[config.mk]
export PLATFORM = sky130hd
export DESIGN_NAME = multicycle_control
export DESIGN_NICKNAME = d
export VERILOG_FILES = /design/src/rtl/riscv_mc_pkg.sv /design/src/rtl/multicycle_control_alu_decoder.sv /design/src/rtl/multicycle_control.sv
export SDC_FILE = /design/constraint.sdc
export NUM_CORES = 1
export LEC_CHECK = 0
export BUFFER_PORTS_ARGS = -buffer_cell sky130_fd_sc_hd__buf_2
export CAP_MARGIN = 20
export CORE_MARGIN = 5
export CORE_UTILIZATION = 43
export DETAILED_ROUTE_END_ITERATION = 10
export HOLD_SLACK_MARGIN = 0.05
export PLACE_DENSITY = 0.7
export SETUP_SLACK_MARGIN = 0.1
export SKIP_CTS_REPAIR_TIMING = 1
export SLEW_MARGIN = 10
export SYNTH_ARGS = -nofsm -noshare
export SYNTH_HDL_FRONTEND = slang
export SYNTH_SLANG_ARGS = --single-unit
[constraint.sdc]
create_clock -name clk -period 3.9 [get_ports clk]
set_input_delay 0.195 -clock clk [delete_from_list [all_inputs] [get_ports clk]]
set_output_delay 0.195 -clock clk [all_outputs]
set_load 0.02 [all_outputs]
[src/rtl/riscv_mc_pkg.sv]
// Shared types and encodings for the RV32I multicycle control unit:
// FSM state enum, opcode constants, datapath select encodings, ALUOp
// encoding, the per-state control bundle and helper decode functions.
package riscv_mc_pkg;

    typedef enum logic [3:0] {
        FETCH    = 4'd0,
        DECODE   = 4'd1,
        MEMADR   = 4'd2,
        MEMREAD  = 4'd3,
        MEMWB    = 4'd4,
        MEMWRITE = 4'd5,
        EXECR    = 4'd6,
        EXECI    = 4'd7,
        ALUWB    = 4'd8,
        BEQ      = 4'd9,
        JAL      = 4'd10,
        ERROR    = 4'd11
    } state_t;

    localparam logic [6:0] OP_LW    = 7'b0000011;
    localparam logic [6:0] OP_SW    = 7'b0100011;
    localparam logic [6:0] OP_RTYPE = 7'b0110011;
    localparam logic [6:0] OP_ITYPE = 7'b0010011;
    localparam logic [6:0] OP_BEQ   = 7'b1100011;
    localparam logic [6:0] OP_JAL   = 7'b1101111;

    localparam logic [1:0] SRCA_PC    = 2'b00;
    localparam logic [1:0] SRCA_OLDPC = 2'b01;
    localparam logic [1:0] SRCA_A     = 2'b10;

    localparam logic [1:0] SRCB_B    = 2'b00;
    localparam logic [1:0] SRCB_IMM  = 2'b01;
    localparam logic [1:0] SRCB_FOUR = 2'b10;

    localparam logic [1:0] RES_ALUOUT    = 2'b00;
    localparam logic [1:0] RES_DATA      = 2'b01;
    localparam logic [1:0] RES_ALURESULT = 2'b10;

    localparam logic [1:0] IMM_I = 2'b00;
    localparam logic [1:0] IMM_S = 2'b01;
    localparam logic [1:0] IMM_B = 2'b10;
    localparam logic [1:0] IMM_J = 2'b11;

    localparam logic [2:0] ALU_ADD = 3'b000;
    localparam logic [2:0] ALU_SUB = 3'b001;
    localparam logic [2:0] ALU_AND = 3'b010;
    localparam logic [2:0] ALU_OR  = 3'b011;
    localparam logic [2:0] ALU_SLT = 3'b101;

    typedef enum logic [1:0] {
        ALUOP_ADD   = 2'b00,
        ALUOP_SUB   = 2'b01,
        ALUOP_FUNCT = 2'b10
    } aluop_t;

    // Registered control bundle. 'fetch' marks the FETCH step, where the
    // IR and PC writes are qualified by memReady outside the register.
    typedef struct packed {
        logic       fetch;
        logic       pcupdate;
        logic       branch;
        logic       memwrite;
        logic       regwrite;
        logic       adrsrc;
        logic [1:0] alusrca;
        logic [1:0] alusrcb;
        logic [1:0] resultsrc;
        aluop_t     aluop;
        logic       illegal;
    } ctrl_t;

    // Moore control values for each state.
    function automatic ctrl_t state_ctrl(input state_t s);
        ctrl_t c;
        c           = '0;
        c.aluop     = ALUOP_ADD;
        c.alusrca   = SRCA_PC;
        c.alusrcb   = SRCB_B;
        c.resultsrc = RES_ALUOUT;
        case (s)
            FETCH: begin
                c.fetch     = 1'b1;
                c.alusrcb   = SRCB_FOUR;
                c.resultsrc = RES_ALURESULT;
            end
            DECODE: begin
                c.alusrca = SRCA_OLDPC;
                c.alusrcb = SRCB_IMM;
            end
            MEMADR: begin
                c.alusrca = SRCA_A;
                c.alusrcb = SRCB_IMM;
            end
            MEMREAD: c.adrsrc = 1'b1;
            MEMWB: begin
                c.resultsrc = RES_DATA;
                c.regwrite  = 1'b1;
            end
            MEMWRITE: begin
                c.adrsrc   = 1'b1;
                c.memwrite = 1'b1;
            end
            EXECR: begin
                c.alusrca = SRCA_A;
                c.alusrcb = SRCB_B;
                c.aluop   = ALUOP_FUNCT;
            end
            EXECI: begin
                c.alusrca = SRCA_A;
                c.alusrcb = SRCB_IMM;
                c.aluop   = ALUOP_FUNCT;
            end
            ALUWB: c.regwrite = 1'b1;
            BEQ: begin
                c.alusrca = SRCA_A;
                c.alusrcb = SRCB_B;
                c.aluop   = ALUOP_SUB;
                c.branch  = 1'b1;
            end
            JAL: begin
                c.alusrca  = SRCA_OLDPC;
                c.alusrcb  = SRCB_FOUR;
                c.pcupdate = 1'b1;
            end
            ERROR: c.illegal = 1'b1;
            default: c.fetch = 1'b1;
        endcase
        return c;
    endfunction

    // Immediate format is a pure function of the opcode.
    function automatic logic [1:0] imm_src(input logic [6:0] op);
        logic [1:0] r;
        case (op)
            OP_SW:   r = IMM_S;
            OP_BEQ:  r = IMM_B;
            OP_JAL:  r = IMM_J;
            default: r = IMM_I;
        endcase
        return r;
    endfunction

endpackage

[src/rtl/multicycle_control_alu_decoder.sv]
// ALU control decode: maps ALUOp plus funct3/funct7b5/op[5] to the
// 3-bit ALUControl code. Purely combinational.
module alu_decoder
    import riscv_mc_pkg::*;
(
    input  aluop_t     aluop,
    input  logic [2:0] funct3,
    input  logic       funct7b5,
    input  logic       op5,
    output logic [2:0] alucontrol
);

    // funct3 000 is sub only for R-type (op[5]=1) with funct7b5 set;
    // addi never subtracts regardless of IR[30].
    always_comb begin
        alucontrol = ALU_ADD;
        case (aluop)
            ALUOP_SUB: alucontrol = ALU_SUB;
            ALUOP_FUNCT: begin
                case (funct3)
                    3'b000:  alucontrol = (funct7b5 & op5) ? ALU_SUB : ALU_ADD;
                    3'b010:  alucontrol = ALU_SLT;
                    3'b110:  alucontrol = ALU_OR;
                    3'b111:  alucontrol = ALU_AND;
                    default: alucontrol = ALU_ADD;
                endcase
            end
            default: alucontrol = ALU_ADD;
        endcase
    end

endmodule

[src/rtl/multicycle_control.sv]
// Main control FSM of the RV32I multicycle core. One state per cycle,
// Moore outputs registered alongside the state; IRWrite/PCWrite are
// qualified combinationally by memReady and zero. Memory stalls hold
// FETCH, MEMREAD and MEMWRITE while memReady is low.
// Optional build macro: MULTICYCLE_PERF_EN adds cycleCount/instrCount.
module multicycle_control
    import riscv_mc_pkg::*;
(
    input  logic       clk,
    input  logic       reset,
    input  logic [6:0] op,
    input  logic [2:0] funct3,
    input  logic       funct7b5,
    input  logic       zero,
    input  logic       memReady,
    output logic       PCWrite,
    output logic       IRWrite,
    output logic       MemWrite,
    output logic       RegWrite,
    output logic       AdrSrc,
    output logic [1:0] ALUSrcA,
    output logic [1:0] ALUSrcB,
    output logic [1:0] ResultSrc,
    output logic [1:0] ImmSrc,
    output logic [2:0] ALUControl,
    output logic       illegal,
    output state_t     state_dbg
`ifdef MULTICYCLE_PERF_EN
    ,
    output logic [31:0] cycleCount,
    output logic [31:0] instrCount
`endif
);

    state_t state;
    state_t next_state;
    ctrl_t  ctrl;

    // Next-state sequencing, including opcode dispatch from DECODE.
    always_comb begin
        next_state = state;
        case (state)
            FETCH:    next_state = memReady ? DECODE : FETCH;
            DECODE: begin
                case (op)
                    OP_LW, OP_SW: next_state = MEMADR;
                    OP_RTYPE:     next_state = EXECR;
                    OP_ITYPE:     next_state = EXECI;
                    OP_BEQ:       next_state = BEQ;
                    OP_JAL:       next_state = JAL;
                    default:      next_state = ERROR;
                endcase
            end
            MEMADR:   next_state = (op == OP_LW) ? MEMREAD : MEMWRITE;
            MEMREAD:  next_state = memReady ? MEMWB : MEMREAD;
            MEMWB:    next_state = FETCH;
            MEMWRITE: next_state = memReady ? FETCH : MEMWRITE;
            EXECR:    next_state = ALUWB;
            EXECI:    next_state = ALUWB;
            ALUWB:    next_state = FETCH;
            BEQ:      next_state = FETCH;
            JAL:      next_state = ALUWB;
            ERROR:    next_state = ERROR;
            default:  next_state = FETCH;
        endcase
    end

    // State register with the control bundle registered for the state being entered.
    always_ff @(posedge clk or negedge reset) begin
        if (!reset) begin
            state <= FETCH;
            ctrl  <= state_ctrl(FETCH);
        end else begin
            state <= next_state;
            ctrl  <= state_ctrl(next_state);
        end
    end

    // Write enables are masked by reset so nothing commits while it is low,
    // even though the control register sits at its FETCH values.
    assign IRWrite  = reset & ctrl.fetch & memReady;
    assign PCWrite  = reset & ((ctrl.fetch & memReady) | ctrl.pcupdate | (ctrl.branch & zero));
    assign MemWrite = reset & ctrl.memwrite;
    assign RegWrite = reset & ctrl.regwrite;

    assign AdrSrc    = ctrl.adrsrc;
    assign ALUSrcA   = ctrl.alusrca;
    assign ALUSrcB   = ctrl.alusrcb;
    assign ResultSrc = ctrl.resultsrc;
    assign illegal   = ctrl.illegal;
    assign ImmSrc    = imm_src(op);
    assign state_dbg = state;

    alu_decoder u_alu_decoder (
        .aluop      (ctrl.aluop),
        .funct3     (funct3),
        .funct7b5   (funct7b5),
        .op5        (op[5]),
        .alucontrol (ALUControl)
    );

`ifdef MULTICYCLE_PERF_EN
    // Cycle and retired-instruction counters; both hold once in ERROR.
    always_ff @(posedge clk or negedge reset) begin
        if (!reset) begin
            cycleCount <= 32'd0;
            instrCount <= 32'd0;
        end else if (state != ERROR) begin
            cycleCount <= cycleCount + 32'd1;
            if (next_state == FETCH &&
                (state == MEMWB || state == MEMWRITE || state == ALUWB || state == BEQ))
                instrCount <= instrCount + 32'd1;
        end
    end
`endif

endmodule
==> parameters.txt, run 1 <==
Parameter                              Value

Synthesis
  Ys Warns    0
  Synthesized area divided by synthesized cell count    9.998 sq um
  Distinct cell type count of the synthesized netlist    39
  Cell Area, Synth    1080 sq um
  FF+latch count, synth    18
  Net count after synthesis    125
  Synthesized netlist cell count    108
  Fraction of the yosys area taken by sequential cells    0.4206

STA
  Final Slew Violations    0
  Largest clock skew in the final design    0.002335 ns
  Final period demand of the worst path    1.805 ns
  Peak clock frequency supported by timing    554.2 MHz
  Worst hold margin    0.2203 ns
  Remaining max-slew budget at the tightest pin    0.7111
  Sum of negative setup slack    0 ns
  Setup violators final    0
  RSZ-0062 raised after global routing    no
  Final-report hold violation count    0
  Transition time at the pin with the least slew margin    0.4334 ns
  Period Utilization, post-route    0.4627

Setup path
  Worst path arrival time    1.98 ns
  Kind of launch point of the worst setup path    flop
  Crit path max fanout    11
  End of the worst register-to-register path    ALUSrcB[0]$_DFF_PN0_
  Worst R2R Path Depth    6
  Required arrival time at the worst endpoint    4.07 ns
  Start-to-end type of the worst setup path    reg2reg
  Endpoint class of the critical path    flop
  Startpoint of the most critical register-to-register path    state_dbg[2]$_DFF_PN0_
  Worst R2R Setup Slack    2.10 ns

Final layout
  Area added between synthesis and finish    18.66%
  Fraction of layout instances using a drive strength above 1    0.3929
  Leading cell type in the layout, fill and taps excluded    sky130_fd_sc_hd__buf_2
  Leading cell types in the layout, fill and taps excluded    sky130_fd_sc_hd__buf_2, sky130_fd_sc_hd__dfrtp_1, sky130_fd_sc_hd__nand2_1
  Area of the multi-input gates    543.0 sq um
  Final nets    158
  Number of fill cells    232
  Post-route standard cell area excluding fillers    1281 sq um
  FF+latch area    454.2 sq um
  Antenna diode instance count    0
  Non-filler cells in the finished layout    170

Clocking
  H-tree lvl count    1
  Clock transition at path regs    0.09 ns
  Sinks on the clock net    18
  Root buffer cell    sky130_fd_sc_hd__clkbuf_4
  Maximum buffer depth of the clock tree    2
  CTS buffer count    3
  Insertion delay to the later sink of the worst-skew pair    0.28 ns
  TritonCTS clock tree    built

Hold path
  Worst min-delay path startpoint    memReady
  Kind of path behind the tightest hold check    in2reg
  End point of the worst hold path    ResultSrc[0]$_DFF_PN0_
  Worst hold path stage count    3

Route
  Average wire length per cell after detail routing    13.17 microns
  Remaining DRCs    0
  Via-to-Cell Ratio    5.188
  First-pass DRT Iterations    4
  Via total after detailed routing    882
  Number of violations reported at the end of detailed-routing iteration 0    18
  Total wire length after detailed routing    2239 microns
  Post-route ant nets    0

Floorplan
  Ports placed on the boundary    36
  Area of the die    3613 sq um
  Core ar.    2432 sq um
  Starting density of the core    0.4439
  Die extent in y    60.11 microns
  Horizontal extent of the die    60.11 microns
  Row count    18

Flow run
  Maxcap violations    0

Placed design
  Weighted congestion reported at the end of routability-driven placement    0.8428
  # port buffers    35
  DP Wirelength    1838 microns
  Standard cell area after detailed placement    1235 sq um
  Placed Cells incl. Taps    165

Power and ir drop
  Leakage power of the design    0.0006459 uW
  Pwr per Cell Area    704.2 nW/um^2
  Sum of internal, switching and leakage power    902.3 uW
  Peak supply drop    0.4861 mV

Global route
  Maximum number of pins on one net before global-route repair    23
  Global-route usage over all layers    0.1383
  First-pass GRT wire length    3753 microns
  GRT Residual Overflow    0
  Number of antenna violations at the first check in global routing    0
  Number of global-route vias before repair    850

Outcome
  Status    completed
## worst max-delay path, stage by stage (launching register included)
cell and delay (ns):
sky130_fd_sc_hd__dfrtp_1 0.54, sky130_fd_sc_hd__nor4b_4 0.42, sky130_fd_sc_hd__nand2_1 0.11, sky130_fd_sc_hd__o2111ai_2 0.35, sky130_fd_sc_hd__nor2_4 0.07, sky130_fd_sc_hd__nand3_1 0.12
sky130_fd_sc_hd__nand3_1 0.08
## worst max-delay path by stage
stage	start	to	slack [ns]
floorplan	state_dbg[2]$_DFF_PN0_	ALUSrcB[0]$_DFF_PN0_	2.21
global placement	state_dbg[2]$_DFF_PN0_	ALUSrcB[0]$_DFF_PN0_	2.10
detailed placement	state_dbg[2]$_DFF_PN0_	ALUSrcB[0]$_DFF_PN0_	2.11
CTS	state_dbg[2]$_DFF_PN0_	ALUSrcB[0]$_DFF_PN0_	2.08
global route	state_dbg[2]$_DFF_PN0_	AdrSrc$_DFF_PN0_	1.94
finish	state_dbg[2]$_DFF_PN0_	ALUSrcB[0]$_DFF_PN0_	2.10
## cell usage after synthesis
| master | instances | share of area |
|---|---|---|
| sky130_fd_sc_hd__nor2b_1 | 4 | 0.023 |
| sky130_fd_sc_hd__inv_4 | 1 | 0.0058 |
| sky130_fd_sc_hd__a22o_2 | 1 | 0.0093 |
| sky130_fd_sc_hd__xor2_1 | 1 | 0.0081 |
| sky130_fd_sc_hd__nor2_4 | 1 | 0.010 |
| sky130_fd_sc_hd__o221ai_2 | 1 | 0.014 |
| sky130_fd_sc_hd__nor3b_1 | 3 | 0.021 |
| sky130_fd_sc_hd__nand4_1 | 1 | 0.0058 |
| sky130_fd_sc_hd__nand2_1 | 11 | 0.038 |
| sky130_fd_sc_hd__nor4_1 | 1 | 0.0058 |
| sky130_fd_sc_hd__nor4b_1 | 1 | 0.0081 |
| sky130_fd_sc_hd__buf_2 | 1 | 0.0046 |
| sky130_fd_sc_hd__a21oi_1 | 6 | 0.028 |
| sky130_fd_sc_hd__ha_1 | 2 | 0.023 |
| sky130_fd_sc_hd__inv_2 | 1 | 0.0035 |
| sky130_fd_sc_hd__nor4b_4 | 2 | 0.044 |
| sky130_fd_sc_hd__o31ai_1 | 2 | 0.014 |
| sky130_fd_sc_hd__dfstp_2 | 3 | 0.073 |
| sky130_fd_sc_hd__a31oi_4 | 1 | 0.020 |
| sky130_fd_sc_hd__and2b_1 | 1 | 0.0070 |
| sky130_fd_sc_hd__o21ai_0 | 2 | 0.0093 |
| sky130_fd_sc_hd__buf_4 | 7 | 0.049 |
| sky130_fd_sc_hd__nand2_2 | 1 | 0.0058 |
| sky130_fd_sc_hd__and2_1 | 3 | 0.017 |
| sky130_fd_sc_hd__nand3_1 | 3 | 0.014 |
| sky130_fd_sc_hd__o21ai_1 | 2 | 0.0093 |
| sky130_fd_sc_hd__o2111ai_2 | 1 | 0.014 |
| sky130_fd_sc_hd__nand4bb_4 | 1 | 0.025 |
| sky130_fd_sc_hd__dfrtp_1 | 15 | 0.35 |
| sky130_fd_sc_hd__inv_1 | 4 | 0.014 |
| sky130_fd_sc_hd__a221oi_1 | 1 | 0.0081 |
| sky130_fd_sc_hd__nor2_1 | 10 | 0.035 |
| sky130_fd_sc_hd__or3_1 | 1 | 0.0058 |
| sky130_fd_sc_hd__nand3b_1 | 1 | 0.0070 |
| sky130_fd_sc_hd__and3b_1 | 1 | 0.0081 |
| sky130_fd_sc_hd__and3_4 | 1 | 0.010 |
| sky130_fd_sc_hd__a31oi_1 | 2 | 0.012 |
| sky130_fd_sc_hd__or2_4 | 1 | 0.0081 |
| sky130_fd_sc_hd__and3_1 | 6 | 0.035 |
## layout make-up
type | count | share of cell area
Tap cell | 30 | 0.02930
Clock buffer | 4 | 0.02832
Multi-Input combinational cell | 76 | 0.4238
Sequential cell | 18 | 0.3545
Inverter | 6 | 0.01953
Timing Repair Buffer | 36 | 0.1445
## sequential cells by signal, summed over array words and instances (netlist names)
signal     cells
ResultSrc      2
ALUSrcA        2
illegal        1
ALUSrcB        2
state_dbg      4
ctrl           6
AdrSrc         1
## through the flow
step,util,worst slack (ns)
detailed placement,0.5077,2.109
global placement,0.5077,2.100
CTS,0.5226,2.084
finish,0.5267,2.095
floorplan,-,2.209
global route,0.5267,1.936
## kinds of logic (layout without fill, tap and decap cells)
family          after synthesis  count (layout)  synth area share
fa+ha+maj                     2               2           0.02317
simple gates                 54              54            0.3349
compound gates               19              19            0.1367
flops                        18              18            0.4206
xor+xnor                      1               1          0.008113
buf+inv                      14              46           0.07647
## power by group
part	switching, uW	total (uW)	internal [uW]
combinational	280	469	189
clock	51.5	108	56.8
sequential	65.8	325	259
total	397	902	505
## metal layers
layer  global-route usage  share of wire  routed length [microns]
met1               0.1720           0.41                      911
met2               0.2361           0.51                     1141
met3              0.04752          0.083                      186
met4              0.01899              0                        0
met5                    0              0                        0
No activity file was read; power rests on OpenSTA's default activity.
==> run 2: changes to the inputs <==
clock period = 1.8 ns   (was 3.9 ns; I/O delays follow)
==> run 2 against run 1 <==
Effect of this change:
- die area did not move
- final cell count rose by 1.8%
- setup slack got worse by 2.0 ns
- routed wire length rose by 11%
- count of clock-buffer cells in the layout did not move
- worst hold slack got worse by 0.11 ns
- via count rose by 4.1%
- clock skew rose by 0.0035 ns
- non-clock buffer count rose by 3
- core utilization rose by 2.9 points
- fmax rose by 7.9%
- first-iteration DRC count rose by 89%
- largest cell class unchanged
==> parameters.txt, run 2 (synthesized netlist as in run 1, its figures left out) <==
Parameter                              Value

Global route
  Global routing usage on met2    0.2454
  First-pass GRT wire length    3974 microns
  Number of antenna violations at the first check in global routing    0
  GR Layer Usage met1    0.1872
  GRT Residual Overflow    0
  Maximum number of pins on one net before global-route repair    23
  Layer with the highest usage    met2
  Met3 Usage GRT    0.04752
  Number of global-route vias before repair    839
  Global-route usage over all layers    0.1461

Route
  Average wire length per cell after detail routing    14.42 microns
  Via-to-Cell Ratio    5.306
  Post-route ant nets    0
  Number of violations reported at the end of detailed-routing iteration 0    34
  Via total after detailed routing    918
  Remaining DRCs    0
  First-pass DRT Iterations    4
  Total wire length after detailed routing    2494 microns

Setup path
  Worst path arrival time    1.85 ns
  Longest individual stage delay on the worst path    0.49 ns
  Endpoint class of the critical path    flop
  Start-to-end type of the worst setup path    reg2reg
  Ordered cell list for the critical path    nor4b_4 > nand2_1 > o2111ai_4 > nor2_4 > nand3_2 > nand2_1
  Critical path's top delay family    simple AND/OR/NAND/NOR gates
  Count of buffer and inverter cells on the critical path    0
  CP max stage cell    sky130_fd_sc_hd__dfrtp_2
  Crit path max fanout    7
  Startpoint of the most critical register-to-register path    state_dbg[2]$_DFF_PN0_
  Kind of launch point of the worst setup path    flop
  Top cell by count, worst path    sky130_fd_sc_hd__nand2_1
  Required arrival time at the worst endpoint    1.98 ns
  Worst R2R Setup Slack    0.13 ns
  Launch point of the worst path    state_dbg[2]$_DFF_PN0_

Power and ir drop
  Peak supply drop    1.245 mV
  Internal    1176 uW
  Sw Ratio    0.4450
  Portion of total power attributed to combinational logic    0.547
  Pwr per Cell Area    1569 nW/um^2
  Leakage power of the design    0.0006639 uW
  Clock Power Share    0.115
  Register share of total power    0.338
  Net switching component of the power    943.3 uW

Floorplan
  Die extent in y    60.11 microns
  Core ar.    2432 sq um
  Row count    18
  Ports placed on the boundary    36
  Starting density of the core    0.4439
  Area of the die    3613 sq um
  Horizontal extent of the die    60.11 microns

Final layout
  Final nets    161
  FF+latch area    459.2 sq um
  Area added between synthesis and finish    25.15%
  Leading cell types in the layout, fill and taps excluded    sky130_fd_sc_hd__buf_2, sky130_fd_sc_hd__dfrtp_1, sky130_fd_sc_hd__nand2_1
  Area of the multi-input gates    585.6 sq um
  Antenna diode instance count    0
  Leading cell type in the layout, fill and taps excluded    sky130_fd_sc_hd__buf_2
  Largest Register    ctrl
  Max FFs per register    6
  Final cell utilization of the core    0.5556
  Post-route standard cell area excluding fillers    1351 sq um
  Fraction of layout instances using a drive strength above 1    0.4825
  Number of fill cells    227

STA
  Remaining max-slew budget at the tightest pin    0.7208
  Transition time at the pin with the least slew margin    0.4188 ns
  Period Utilization, post-route    0.9290
  Largest clock skew in the final design    0.005879 ns
  Peak clock frequency supported by timing    598.0 MHz
  Final Slew Violations    0
  Final-report hold violation count    0
  Sum of negative setup slack    0 ns
  Setup violators final    0
  Final period demand of the worst path    1.672 ns
  RSZ-0062 raised after global routing    yes

Clocking
  Clock transition at path regs    0.10 ns
  TritonCTS clock tree    built
  Maximum buffer depth of the clock tree    2
  Insertion delay to the later sink of the worst-skew pair    0.29 ns
  Root buffer cell    sky130_fd_sc_hd__clkbuf_4
  Sinks on the clock net    18
  H-tree lvl count    1
  CTS buffer count    3

Placed design
  DP Wirelength    1894 microns
  # port buffers    35
  Standard cell area after detailed placement    1235 sq um
  Weighted congestion reported at the end of routability-driven placement    0.7766

Flow run
  Maxcap violations    0

Hold path
  Worst min-delay path startpoint    memReady
  Kind of path behind the tightest hold check    in2reg

Outcome
  Status    completed
run 2: cell count changes in the layout (fill, tap and decap cells not counted), moves of 2 or more:
| cell | delta |
|---|---|
| sky130_fd_sc_hd__nand3_1 | -2 |
| sky130_fd_sc_hd__buf_4 | +3 |
| sky130_fd_sc_hd__dfrtp_1 | -4 |
| sky130_fd_sc_hd__nand3_2 | +2 |
| sky130_fd_sc_hd__dfrtp_2 | +4 |
run 2: per-stage QoR:
stage / worst slack [ns] / hold slack [ns] / power, uW / instances
finish: 0.1278 / 0.1138 / 2120 / 173
global route: 0.02800 / 0.1029 / 2278 / 173
CTS: 0.03858 / -0.2780 / 1997 / 169
detailed placement: 0.07177 / 0.05042 / 1749 / 165
global placement: 0.1309 / 0.04730 / 1718 / 165
floorplan: 0.1094 / -0.2056 / 1531 / 108
run 2: power by group through the flow:
stage	Combinational, uW	Clock, uW	Sequential (uW)
after global routing	1260	273	741
after CTS	1030	251	713
after floorplan	831	0	700
after detailed placement	1030	0	721
final	1160	243	716
after global placement	1010	0	709
run 2: layout make-up:
cell class | count | share of cell area
timing repair buffer | 39 | 0.1537
sequential | 18 | 0.3398
inverter | 6 | 0.01852
multi-input combinational | 76 | 0.4333
clock buffer | 4 | 0.02685
tap | 30 | 0.02778
run 2: final timing paths:
kind	endpoint	cells after the start
max	ALUSrcA[1]$_DFF_PN0_	6
min	ResultSrc[0]$_DFF_PN0_	3
max reg2reg	ALUSrcA[1]$_DFF_PN0_	6
min reg2reg	ctrl[10]$_DFF_PN0_	1
max in group asynchronous	ctrl[14]$_DFF_PN1_	2
min in group asynchronous	illegal$_DFF_PN0_	2
run 2: per-layer routing:
metal	vias to the layer above	part of all wire	wire length [microns]
met4	0	0	0
met5	-	0	0
met3	0	0.077	193
met1	444	0.41	1018
li1	445	-	-
met2	29	0.51	1283
run 2: tightest hold or removal path: cells and delay by family:
kind / cells / cell delay, ns
buffers and inverters: 1 / 0.15
AND/OR/NAND/NOR: 2 / 0.13
==> run 3: changes to the inputs <==
CTS_CLUSTER_DIAMETER = 40   (was default)
PLACE_DENSITY = 0.81   (was 0.7)
SLEW_MARGIN = default   (was 10)
==> run 3 against run 2 <==
Effect of this change:
- die area did not move
- sequential share of layout area fell by 1.2 points
- largest cell class unchanged
- critical path type unchanged
- cell area rose by 3.5%
==> parameters.txt, run 3 (synthesized netlist as in run 1, its figures left out) <==
Parameter                              Value

Floorplan
  Die extent in y    60.11 microns
  Area of the die    3613 sq um
  Row count    18
  Ports placed on the boundary    36
  Starting density of the core    0.4439
  Core ar.    2432 sq um
  Horizontal extent of the die    60.11 microns

Clocking
  TritonCTS clock tree    built
  Insertion delay to the later sink of the worst-skew pair    0.29 ns
  CTS buffer count    3
  Clock transition at path regs    0.09 ns
  Sinks on the clock net    18
  H-tree lvl count    1
  Root buffer cell    sky130_fd_sc_hd__clkbuf_4
  Maximum buffer depth of the clock tree    2

Power and ir drop
  Clock Power Share    0.107
  Portion of total power attributed to combinational logic    0.574
  Leakage power of the design    0.0006990 uW
  Internal    1252 uW
  Peak supply drop    0.9093 mV
  Register share of total power    0.318
  Sw Ratio    0.4369
  Net switching component of the power    972.0 uW
  Pwr per Cell Area    1590 nW/um^2

Flow run
  Maxcap violations    0

Route
  Average wire length per cell after detail routing    14.23 microns
  First-pass DRT Iterations    6
  Post-route ant nets    0
  Via total after detailed routing    946
  Remaining DRCs    0
  Total wire length after detailed routing    2562 microns
  Via-to-Cell Ratio    5.256
  Number of violations reported at the end of detailed-routing iteration 0    35

Setup path
  End of the worst register-to-register path    AdrSrc$_DFF_PN0_
  Crit path max fanout    7
  Kind of launch point of the worst setup path    flop
  Start-to-end type of the worst setup path    reg2reg
  Worst path arrival time    1.95 ns
  Worst R2R Setup Slack    0.07 ns
  Required arrival time at the worst endpoint    2.02 ns
  Endpoint class of the critical path    flop
  Worst R2R Path Depth    6
  Startpoint of the most critical register-to-register path    state_dbg[2]$_DFF_PN0_

Final layout
  Max FFs per register    6
  Non-filler cells in the finished layout    180
  Largest Register    ctrl
  Leading cell type in the layout, fill and taps excluded    sky130_fd_sc_hd__buf_2
  Leading cell types in the layout, fill and taps excluded    sky130_fd_sc_hd__buf_2, sky130_fd_sc_hd__dfrtp_1, sky130_fd_sc_hd__nand2_1, sky130_fd_sc_hd__nor2_1, sky130_fd_sc_hd__buf_4
  Fraction of layout instances using a drive strength above 1    0.5067
  Final nets    168
  Area added between synthesis and finish    29.55%
  Antenna diode instance count    0
  Number of fill cells    214

STA
  Period Utilization, post-route    0.9607
  RSZ-0062 raised after global routing    yes
  Transition time at the pin with the least slew margin    0.4186 ns
  Final-report hold violation count    0
  Final Slew Violations    0
  Final period demand of the worst path    1.729 ns
  Remaining max-slew budget at the tightest pin    0.7209
  Largest clock skew in the final design    0.002445 ns
  Peak clock frequency supported by timing    578.3 MHz
  Sum of negative setup slack    0 ns
  Setup violators final    0

Global route
  First-pass GRT wire length    3795 microns
  GRT Residual Overflow    0
  Maximum number of pins on one net before global-route repair    23
  Number of antenna violations at the first check in global routing    0
  Global-route usage over all layers    0.1367
  Number of global-route vias before repair    866

Hold path
  End point of the worst hold path    ResultSrc[0]$_DFF_PN0_
  Worst hold path stage count    3
  Kind of path behind the tightest hold check    in2reg
  Worst min-delay path startpoint    memReady

Placed design
  Weighted congestion reported at the end of routability-driven placement    0.8851
  DP Wirelength    1872 microns
  Placed Cells incl. Taps    165
  # port buffers    35

Outcome
  Status    completed
==> run 3: changes by cell type in the layout (fill, tap and decap cells not counted), sizes merged <==
| cell | before | now |
|---|---|---|
| clkbuf | 4 | 5 |
| buf | 38 | 44 |
==> run 3: final cells by class <==
| cell class | count | area, sq um | area share |
|---|---|---|---|
| multi-input cells | 76 | 579.3 | 0.4141 |
| clock buffers | 4 | 36.28 | 0.02594 |
| inverters | 6 | 25.02 | 0.01789 |
| well taps | 30 | 37.54 | 0.02683 |
| repair buffers | 46 | 261.5 | 0.1869 |
| flip-flops and latches | 18 | 459.2 | 0.3283 |
==> run 3: how the worst max path moves through the flow <==
stage	slack, ns	from	to	depth (start not counted)
global placement	0.14	state_dbg[2]$_DFF_PN0_	AdrSrc$_DFF_PN0_	6
finish	0.07	state_dbg[2]$_DFF_PN0_	AdrSrc$_DFF_PN0_	6
global route	-0.01	state_dbg[2]$_DFF_PN0_	AdrSrc$_DFF_PN0_	6
floorplan	0.11	state_dbg[2]$_DFF_PN0_	ALUSrcB[0]$_DFF_PN0_	7
CTS	-0.000007	state_dbg[2]$_DFF_PN0_	ALUSrcA[0]$_DFF_PN0_	7
detailed placement	0.03	state_dbg[2]$_DFF_PN0_	ALUSrcA[0]$_DFF_PN0_	7
==> run 3: power groups by stage <==
stage	Clock [uW]	Sequential (uW)	Combinational, uW
3_3_place_gp	0	707	997
2_1_floorplan	0	700	831
6_report	239	708	1280
4_1_cts	246	709	1040
5_1_grt	265	728	1380
3_5_place_dp	0	719	1030
==> run 3: layer usage <==
layer | GRT usage | wire length [microns]
met4 | 0.04430 | 44
met1 | 0.1589 | 1039
met5 | 0 | 0
met2 | 0.2438 | 1302
met3 | 0.03240 | 175
==> run 3: worst max-delay path, cell delays in order, from the launching register on <==
cell	delay (ns)
sky130_fd_sc_hd__dfrtp_2	0.48
sky130_fd_sc_hd__nor4b_4	0.42
sky130_fd_sc_hd__nand2_1	0.15
sky130_fd_sc_hd__o2111ai_4	0.28
sky130_fd_sc_hd__buf_6	0.15
sky130_fd_sc_hd__nand2_2	0.05
sky130_fd_sc_hd__a21oi_2	0.13
==> run 3: per-stage QoR <==
step	util	cell area (sq um)	hold WS (ns)	power (uW)	setup WS [ns]
after floorplan	-	1080	-0.2056	1531	0.1094
after global placement	0.5077	1235	0.03584	1704	0.1350
after detailed placement	0.5077	1235	0.04722	1747	0.03439
after CTS	0.5226	1271	-0.2791	1991	-0.000006883
after global routing	0.5751	1399	0.1118	2371	-0.01361
final	0.5751	1399	0.1084	2224	0.07079
